`config.mk`:
```
export PLATFORM = sky130hd
export DESIGN_NAME = phys_reg_ready_table_mw
export DESIGN_NICKNAME = d
export VERILOG_FILES = /design/src/rtl/core_types_pkg.sv /design/src/rtl/ready_table_checkpoint_bank.sv /design/src/rtl/phys_reg_ready_table_mw.sv
export SDC_FILE = /design/constraint.sdc
export NUM_CORES = 1
export LEC_CHECK = 0
export ABC_AREA = 0
export BUFFER_PORTS_ARGS = -buffer_cell sky130_fd_sc_hd__buf_2
export CAP_MARGIN = 10
export CORE_UTILIZATION = 40
export DETAILED_ROUTE_END_ITERATION = 8
export GPL_TIMING_DRIVEN = 0
export PLACE_DENSITY = 0.57
export SLEW_MARGIN = 20
export SYNTH_ARGS = -nofsm -noshare
export SYNTH_HDL_FRONTEND = slang
export SYNTH_SLANG_ARGS = --single-unit
```
`constraint.sdc`:
```
create_clock -name CLK -period 4.09 [get_ports CLK]
set_input_delay 0.409 -clock CLK [delete_from_list [all_inputs] [get_ports CLK]]
set_output_delay 0.409 -clock CLK [all_outputs]
set_load 0.005 [all_outputs]
```
`src/rtl/core_types_pkg.sv`:
```
// Shared dispatch-stage types: tag/checkpoint widths and ready-vector helpers.
// Imported by the ready table top and its checkpoint bank.
package core_types_pkg;
  localparam int NUM_PHYS_REGS = 64;
  localparam int NUM_ARCH_REGS = 32;
  localparam int DEFAULT_DISPATCH_WIDTH = 2;
  localparam int DEFAULT_NUM_COMPLETE_BUSES = 3;
  localparam int DEFAULT_NUM_CHECKPOINTS = 4;
  localparam int TAG_W = $clog2(NUM_PHYS_REGS);
  localparam int CKPT_W = $clog2(DEFAULT_NUM_CHECKPOINTS);

  typedef logic [TAG_W-1:0] phys_reg_tag_t;
  typedef logic [CKPT_W-1:0] checkpoint_index_t;
  typedef logic [NUM_PHYS_REGS-1:0] ready_vec_t;

  localparam ready_vec_t RESET_READY = {
    {(NUM_PHYS_REGS-NUM_ARCH_REGS){1'b0}},
    {NUM_ARCH_REGS{1'b1}}
  };

  function automatic ready_vec_t tag_onehot(phys_reg_tag_t t);
    return ready_vec_t'(1) << t;
  endfunction
endpackage

```
`src/rtl/ready_table_checkpoint_bank.sv`:
```
// Snapshot slots of the ready table with valid bits; saves, keeps
// snapshots current with completes, and presents the restore slot.
module ready_table_checkpoint_bank
  import core_types_pkg::*;
#(
  parameter int NUM_CHECKPOINTS = DEFAULT_NUM_CHECKPOINTS,
  localparam int CW = $clog2(NUM_CHECKPOINTS)
) (
  input  logic          clk,
  input  logic          rst,
  input  logic          save,
  input  logic [CW-1:0] save_index,
  input  ready_vec_t    save_data,
  input  ready_vec_t    complete_mask,
  input  logic [CW-1:0] restore_index,
  output logic          restore_hit,
  output ready_vec_t    restore_data
);
  ready_vec_t snap [NUM_CHECKPOINTS];
  logic [NUM_CHECKPOINTS-1:0] valid;

  always_ff @(posedge clk or posedge rst) begin
    if (rst) begin
      valid <= '0;
    end else if (save) begin
      valid[save_index] <= 1'b1;
    end
  end

  // Contents need no reset: a slot is only read once valid.
  always_ff @(posedge clk) begin
    for (int k = 0; k < NUM_CHECKPOINTS; k++) begin
      if (save && save_index == CW'(k)) begin
        snap[k] <= save_data;
      end else if (valid[k]) begin
        snap[k] <= snap[k] | complete_mask;
      end
    end
  end

  assign restore_hit  = valid[restore_index];
  assign restore_data = snap[restore_index];
endmodule

```
`src/rtl/phys_reg_ready_table_mw.sv`:
```
// Multi-way physical register ready table: live table, per-way
// forwarding chain, checkpoint save/restore control and error pulse.
module phys_reg_ready_table_mw
  import core_types_pkg::*;
#(
  parameter int DISPATCH_WIDTH = DEFAULT_DISPATCH_WIDTH,
  parameter int NUM_COMPLETE_BUSES = DEFAULT_NUM_COMPLETE_BUSES,
  parameter int NUM_CHECKPOINTS = DEFAULT_NUM_CHECKPOINTS,
  localparam int DW = DISPATCH_WIDTH * TAG_W,
  localparam int BW = NUM_COMPLETE_BUSES * TAG_W,
  localparam int CW = $clog2(NUM_CHECKPOINTS)
) (
  input  logic                      CLK,
  input  logic                      RST,
  output logic                      DUT_error,
  input  logic [DW-1:0]             dispatch_source_0_phys_reg_tag,
  output logic [DISPATCH_WIDTH-1:0] dispatch_source_0_ready,
  input  logic [DW-1:0]             dispatch_source_1_phys_reg_tag,
  output logic [DISPATCH_WIDTH-1:0] dispatch_source_1_ready,
  input  logic [DISPATCH_WIDTH-1:0] dispatch_dest_write,
  input  logic [DW-1:0]             dispatch_dest_phys_reg_tag,
  input  logic [NUM_COMPLETE_BUSES-1:0] complete_bus_valid,
  input  logic [BW-1:0]             complete_bus_dest_phys_reg_tag,
  input  logic                      checkpoint_save_valid,
  input  logic [CW-1:0]             checkpoint_save_index,
  input  logic                      checkpoint_restore_valid,
  input  logic [CW-1:0]             checkpoint_restore_index
);
  ready_vec_t tbl;
  ready_vec_t comp_mask;
  ready_vec_t clr_acc;
  ready_vec_t avail;
  ready_vec_t normal_next;
  ready_vec_t next_tbl;
  ready_vec_t restore_data;
  logic restore_hit;
  logic err;
  phys_reg_tag_t t0, t1, td, tc;

  always_comb begin
    err = 1'b0;
    comp_mask = '0;
    clr_acc = '0;
    avail = '0;
    t0 = '0;
    t1 = '0;
    td = '0;
    tc = '0;
    dispatch_source_0_ready = '0;
    dispatch_source_1_ready = '0;
    for (int b = 0; b < NUM_COMPLETE_BUSES; b++) begin
      tc = complete_bus_dest_phys_reg_tag[b*TAG_W +: TAG_W];
      if (complete_bus_valid[b]) begin
        if (tc == '0) begin
          err = 1'b1;
        end else begin
          if (comp_mask[tc]) err = 1'b1;
          comp_mask = comp_mask | tag_onehot(tc);
        end
      end
    end
    // Each way sees completes plus clears of strictly older ways.
    for (int w = 0; w < DISPATCH_WIDTH; w++) begin
      t0 = dispatch_source_0_phys_reg_tag[w*TAG_W +: TAG_W];
      t1 = dispatch_source_1_phys_reg_tag[w*TAG_W +: TAG_W];
      td = dispatch_dest_phys_reg_tag[w*TAG_W +: TAG_W];
      avail = (tbl | comp_mask) & ~clr_acc;
      dispatch_source_0_ready[w] = (t0 == '0) || avail[t0];
      dispatch_source_1_ready[w] = (t1 == '0) || avail[t1];
      if (dispatch_dest_write[w]) begin
        if (td == '0) begin
          err = 1'b1;
        end else begin
          if (clr_acc[td] || comp_mask[td]) err = 1'b1;
          clr_acc = clr_acc | tag_onehot(td);
        end
      end
    end
    if (checkpoint_restore_valid &&
        (checkpoint_save_valid || !restore_hit ||
         (|dispatch_dest_write))) begin
      err = 1'b1;
    end
    normal_next = (tbl | comp_mask) & ~clr_acc;
    if (checkpoint_restore_valid && restore_hit) begin
      next_tbl = restore_data | comp_mask;
    end else begin
      next_tbl = normal_next;
    end
  end

  ready_table_checkpoint_bank #(
    .NUM_CHECKPOINTS(NUM_CHECKPOINTS)
  ) u_bank (
    .clk           (CLK),
    .rst           (RST),
    .save          (checkpoint_save_valid && !checkpoint_restore_valid),
    .save_index    (checkpoint_save_index),
    .save_data     (normal_next),
    .complete_mask (comp_mask),
    .restore_index (checkpoint_restore_index),
    .restore_hit   (restore_hit),
    .restore_data  (restore_data)
  );

  always_ff @(posedge CLK or posedge RST) begin
    if (RST) begin
      tbl       <= RESET_READY;
      DUT_error <= 1'b0;
    end else begin
      tbl       <= next_tbl;
      DUT_error <= err;
    end
  end
endmodule

```
==> results of run 1 <==
-- kinds of logic after synthesis --
logic type	after synthesis	synth area share
muxes	160	0.144
buffers and inverters	215	0.0398
and+or+nand+nor	736	0.176
AOI/OAI and AO/OA	776	0.213
DFF	325	0.425
xor gates and xnor gates	6	0.00236
-- routing by layer --
layer	routed length, µm	share of wire	vias to the layer above	global-route usage
li1	-	-	9122	-
met1	42800	0.40	11100	0.504
met2	46400	0.43	1507	0.563
met3	10700	0.10	327	0.0747
met4	7070	0.066	4	0.211
met5	23	0.00021	-	0
-- state kept, by name, summed over array words and instances, names as in the netlist --
register and count:
u_bank.valid 4, tbl 64, DUT_error 1, u_bank.snap 256
-- worst max path at each step --
stage	to	slack, ns	depth (start not counted)
2_1_floorplan	u_bank.snap[2][0]	0.004	2
3_3_place_gp	u_bank.snap[2][24]	-3.19	3
3_5_place_dp	dispatch_source_0_ready[1]	-0.76	11
4_1_cts	dispatch_source_1_ready[0]	0.004	11
5_1_grt	dispatch_source_1_ready[0]	-0.01	12
6_report	dispatch_source_1_ready[1]	-0.05	10
-- per-stage QoR --
step,setup TNS [ns],util,hold slack (ns),setup WS (ns)
4_1_cts,0,0.462,0.146,0.00407
2_1_floorplan,0,-,0.465,0.00416
6_report,-0.0560,0.472,0.152,-0.0479
3_5_place_dp,-2.19,0.432,0.412,-0.761
3_3_place_gp,-223.16,0.426,0.491,-3.19
5_1_grt,-0.0144,0.471,0.176,-0.0138
-- report_power, final --
group / switching [mW] / total, mW / internal, mW
Sequential: 0.687 / 5.93 / 5.24
Clock: 1.41 / 3.34 / 1.93
Combinational: 2.77 / 4.72 / 1.94
Total: 4.87 / 14.0 / 9.12
-- what timing repair did --
action / 4_1_cts / 5_1_grt
gates resized for setup: 84 / 83
setup buffers: 4 / 23
endpoints found under the hold margin: 4 / 0
setup endpoints to repair: 4 / 4
pin swaps: 10 / 15
hold buffers: 1 / 0
-- cell usage in the layout (no fill, tap or decap), types with 38 or more instances in the layout --
cell type / instances
a21oi_1: 379
nor3_1: 342
edfxtp_1: 256
nor2_1: 138
clkbuf_1: 136
mux4_2: 126
buf_2: 78
o21ai_0: 73
nand2_1: 54
o22ai_1: 43
clkbuf_16: 39
a22oi_1: 38
-- area by class of cell --
class / count / area [µm²] / area share
diodes: 4 / 10.0 / 0.000386
flip-flops and latches: 325 / 9450 / 0.365
well taps: 748 / 936 / 0.0361
clock buffers: 57 / 1060 / 0.0410
inverters: 16 / 62.6 / 0.00241
multi-input cells: 1678 / 12700 / 0.490
clock inverters: 11 / 115 / 0.00444
plain buffers: 196 / 855 / 0.0330
repair buffers: 92 / 722 / 0.0278
==> flow_summary_export.csv, run 1 <==
group,metric,value,unit
yosys,synth_cell_types,89,
timing,worst_slew_pin_slew,1.31,ns
floorplanning,die_x,238,µm
setup_path,worstPathRequired,3.68,ns
power,p_leak,8.27,nW
routing,drc,0,
floorplanning,fp.dieArea,56600,µm²
yosys,ys_seq_area_frac,0.425,
timing,slew_violations,0,
setup_path,crit_start,"dispatch_dest_phys_reg_tag[2]",
yosys,synth_fp_nets,2285,
place,gp_congestion,1.02,
setup_path,cp_slowest_stage_delay,0.74,ns
grt,grt_max_degree,46,
setup_path,r2r_slack,0.95,ns
setup_path,critical_path_class,"in2out",
routing,drtPass1Iterations,6,
place,portBuffers,54,
setup_path,start_kind,"input port",
routing,vias,22100,
floorplanning,die_h,238,µm
grt,gr-total-overflow,0,
clock_tree,cts-root-buf,"clkbuf_16",
hold_path,hold_path.class,"in2reg",
clock_tree,htree_levels,2,
yosys,async_flop_share,0.212,
timing,finalHoldViolCount,0,
yosys,synth_commonest_cells,"379 x a21oi_1, 346 x nor3_1, 256 x edfxtp_1",
floorplanning,num_rows,86,
floorplanning,core_area,55000,µm²
setup_path,arrival,3.73,ns
hold_path,hold_end,"u_bank.valid[2]",
routing,viasPerCell,7.05,
routing,routedWlPerCell,34.2,µm
routing,drt-total-wl,107000,µm
yosys,syn_area,22200,µm²
yosys,synth_top_cell_by_area,"edfxtp_1",
grt,gr-usage-all-layers,0.374,
setup_path,crit_slowest_cell,"nand3b_1",
grt,grt_pass1_wl,152000,µm
floorplanning,num_io_pins,72,
setup_path,critPathBufInv,3,
run_status,violations,"negative setup slack",
yosys,synth_edf_count,256,
setup_path,worstPathMaxFanout,10,
place,place_inst,3030,
finish,finalNonFillerCells,3127,
finish,fin_nets,2413,
yosys,synthFlopType,"edfxtp_1",
yosys,ys_ff_latch,325,
yosys,synth_cells,2218,
hold_path,hp-start,"checkpoint_save_index[0]",
finish,area_growth_syn_to_layout,16.6,%
clock_tree,cts_buffers,37,
clock_tree,cts_tree,"built",
power,irDropWorstVdd,0.000424,V
setup_path,cp_top_family,"simple AND/OR/NAND/NOR gates",
grt,grt_pass1_vias,21000,
setup_path,crit_path_cell_trace,"buf_2 -> clkbuf_1 -> nand3b_1 -> nor2_1 -> nor2_1 -> mux4_2 -> a211oi_1 -> nor2_1 -> a22o_1 -> buf_2",
yosys,synth_top_cell_area_share,0.346,
timing,finalCritPeriodShare,1.01,
timing,fin_ws,-0.0479,ns
routing,ant_nets,0,
finish,fillers,5217,
yosys,synth.most_common_cell,"a21oi_1",
yosys,yosys_warnings,0,
run_status,outcome,"finished with violations",
place,dpl_cell_area,23700,µm²
timing,clock.fmax,242,MHz
clock_tree,worstSkewPairLatency,0.57,ns
setup_path,worst_setup_path_end_kind,"output pin",
job,maxCapViolCount,0,
grt,antenna_found_initial,8,
yosys,synth.avg_cell_area,10.0,µm²
yosys,synthTopCellsByArea,"edfxtp_1 35%, mux4_2 13%, a21oi_1 8.5%",
timing,period_needed,4.14,ns
hold_path,hold_path_depth,2,
power,power.density,540,nW/µm²
clock_tree,clk_pin_slew,0.06,ns
setup_path,rr_worst_depth,4,
floorplanning,start_util,0.404,
finish,drive_above_1_share,0.210,
setup_path,timing.rr.start,"u_bank.valid[3]",
timing,finalClockSkew,0.0152,ns
finish,fin_area,25900,µm²
clock_tree,cts_buffer_depth,3,
routing,drt_iter0_drc,2895,
timing,setup_viol,2,
setup_path,r2r-end,"u_bank.snap[3][19]",
setup_path,crit_top_cell,"nor2_1",
timing,relSlewSlack,0.127,
clock_tree,cts_sinks,325,
power,total_power,14.0,mW
place,dp_hpwl,79600,µm
No activity file was read; power rests on OpenSTA's default activity.
==> inputs of run 2 (changes only) <==
==> constraint.sdc (replaced) <==
create_clock -name CLK -period 4.1 [get_ports CLK]
set_input_delay 0 -clock CLK [delete_from_list [all_inputs] [get_ports CLK]]
set_output_delay 0 -clock CLK [all_outputs]
set_load 0.005 [all_outputs]
==> run 2 against run 1 <==
  * The flow still finishes with violations (negative setup slack)
  * Sequential power barely moved
  * Clock power is essentially flat
  * Combinational power fell by 2%
  * Critical path type unchanged
  * Critical endpoint is now dispatch_source_1_ready[0]
  * Largest cell class unchanged
==> flow_summary_export.csv, run 2 (synthesized netlist as in run 1, its figures left out) <==
group,metric,value,unit
routing,highest_layer,"met5",
timing,slew_violations,0,
routing,vias,22000,
grt,grt_pass1_wl,151000,µm
grt,grt_pass1_vias,20900,
finish,final_cell_mix,"379 x a21oi_1, 345 x nor3_1, 256 x edfxtp_1, 155 x clkbuf_1, 140 x nor2_1",
routing,drt-total-wl,106000,µm
routing,viasPerCell,7.08,
clock_tree,cts_sinks,325,
clock_tree,worstSkewPairLatency,0.57,ns
finish,area_growth_syn_to_layout,12.6,%
place,dpl_cell_area,23700,µm²
routing,met2WireLength,46100,µm
power,irDropWorstVdd,0.000423,V
timing,relSlewSlack,0.137,
setup_path,worstPathRequired,4.10,ns
timing,fin_ws,-0.0835,ns
finish,fin_nets,2397,
grt,antenna_found_initial,9,
setup_path,start_kind,"input port",
floorplanning,die_h,238,µm
grt,gr-total-overflow,0,
setup_path,critical_path_class,"in2out",
finish,largest-register,"u_bank.snap",
job,maxCapViolCount,0,
timing,finalClockSkew,0.0129,ns
finish,layout_commonest_cell,"a21oi_1",
floorplanning,num_rows,86,
power,power.density,554,nW/µm²
routing,route.met3.wl,10700,µm
timing,clock.fmax,239,MHz
timing,setup_viol,1,
routing,routedWlPerCell,34.1,µm
floorplanning,start_util,0.404,
finish,top_regs,"u_bank.snap x256, tbl x64, u_bank.valid x4",
routing,ant_nets,0,
clock_tree,htree_levels,2,
floorplanning,core_area,55000,µm²
timing,rsz0062_at_grt,"no",
place,portBuffers,54,
routing,drc,0,
floorplanning,num_io_pins,72,
timing,finalHoldViolCount,0,
run_status,outcome,"finished with violations",
routing,drtPass1Iterations,5,
run_status,violations,"negative setup slack",
floorplanning,die_x,238,µm
grt,grt_max_degree,46,
timing,period_needed,4.18,ns
setup_path,worstPathMaxFanout,10,
clock_tree,cts_buffer_depth,3,
clock_tree,cts-root-buf,"clkbuf_16",
clock_tree,cts_buffers,37,
finish,largest_reg_flops,256,
power,total_power,13.9,mW
timing,fin_setup_tns,-0.0835,ns
finish,fin_area,25000,µm²
hold_path,hold_path.class,"in2reg",
finish,drive_above_1_share,0.170,
place,dp_hpwl,79600,µm
timing,finalCritPeriodShare,1.02,
clock_tree,clk_pin_slew,0.06,ns
timing,worst_slew_pin_slew,1.29,ns
place,gp_congestion,1.02,
setup_path,arrival,4.18,ns
routing,wl_met1,42300,µm
grt,gr-usage-all-layers,0.372,
routing,drt_iter0_drc,3084,
clock_tree,cts_tree,"built",
power,p_leak,7.97,nW
floorplanning,fp.dieArea,56600,µm²
setup_path,worst_setup_path_end_kind,"output pin",
-- run 2: where the power goes --
part	switching [mW]	leakage (nW)	total [mW]	internal (mW)
logic	2.74	4.20	4.64	1.91
registers	0.684	3.20	5.92	5.23
clock network	1.40	0.572	3.33	1.92
-- run 2: metal layers --
metal,vias to the layer above,track usage
met1,11000,0.506
met2,1595,0.561
met3,324,0.0632
met4,4,0.216
li1,9074,-
met5,-,0
-- run 2: worst max-delay path, cell delays in order --
cell and delay, ns:
buf_2 0.12, buf_2 0.17, buf_2 0.19, nor4bb_1 0.58, a2bb2oi_1 0.32, o21ai_1 0.74
nor2_1 0.16, mux4_2 0.50, mux2i_1 0.38, a2111oi_0 0.18, nor4_1 0.60, buf_2 0.22
-- run 2: worst paths after layout --
kind | start | end | slack, ns | cells after the start
min in group asynchronous | RST | u_bank.valid[2] | 0.56 | 4
worst min register to register | u_bank.valid[1] | u_bank.valid[1] | 0.53 | 1
worst max register to register | u_bank.valid[3] | u_bank.snap[3][19] | 0.95 | 4
worst min-delay path | checkpoint_restore_valid | u_bank.valid[0] | 0.07 | 4
worst max-delay path | complete_bus_dest_phys_reg_tag[2] | dispatch_source_1_ready[0] | -0.08 | 12
max in group asynchronous | RST | tbl[24] | 2.90 | 5
-- run 2: final cells by class --
type | count | area, µm²
Timing Repair Buffer | 73 | 599
Antenna cell | 5 | 12.5
Fill cell | 5292 | 29900
Multi-Input combinational cell | 1678 | 12000
Sequential cell | 325 | 9450
Clock inverter | 11 | 115
Buffer | 199 | 832
Inverter | 16 | 62.6
Clock buffer | 57 | 1060
Tap cell | 748 | 936
-- run 2: repair_timing --
item / in CTS / in global routing
setup endpoints to repair: 0 / 2
resized for setup: 0 / 2
hold buffers: 9 / 0
hold endpoints to repair: 68 / 0
setup buffers: 0 / 0
-- run 2: stage by stage --
step | hold WS (ns) | worst slack (ns) | utilization | cells
2_1_floorplan | 0.0978 | 0.423 | - | 2218
3_3_place_gp | 0.268 | -2.77 | 0.426 | 3020
3_5_place_dp | 0.00277 | 0.0668 | 0.432 | 3030
4_1_cts | 0.0595 | 0.0347 | 0.455 | 3107
5_1_grt | 0.115 | 0.00238 | 0.455 | 3107
6_report | 0.0658 | -0.0835 | 0.455 | 3112
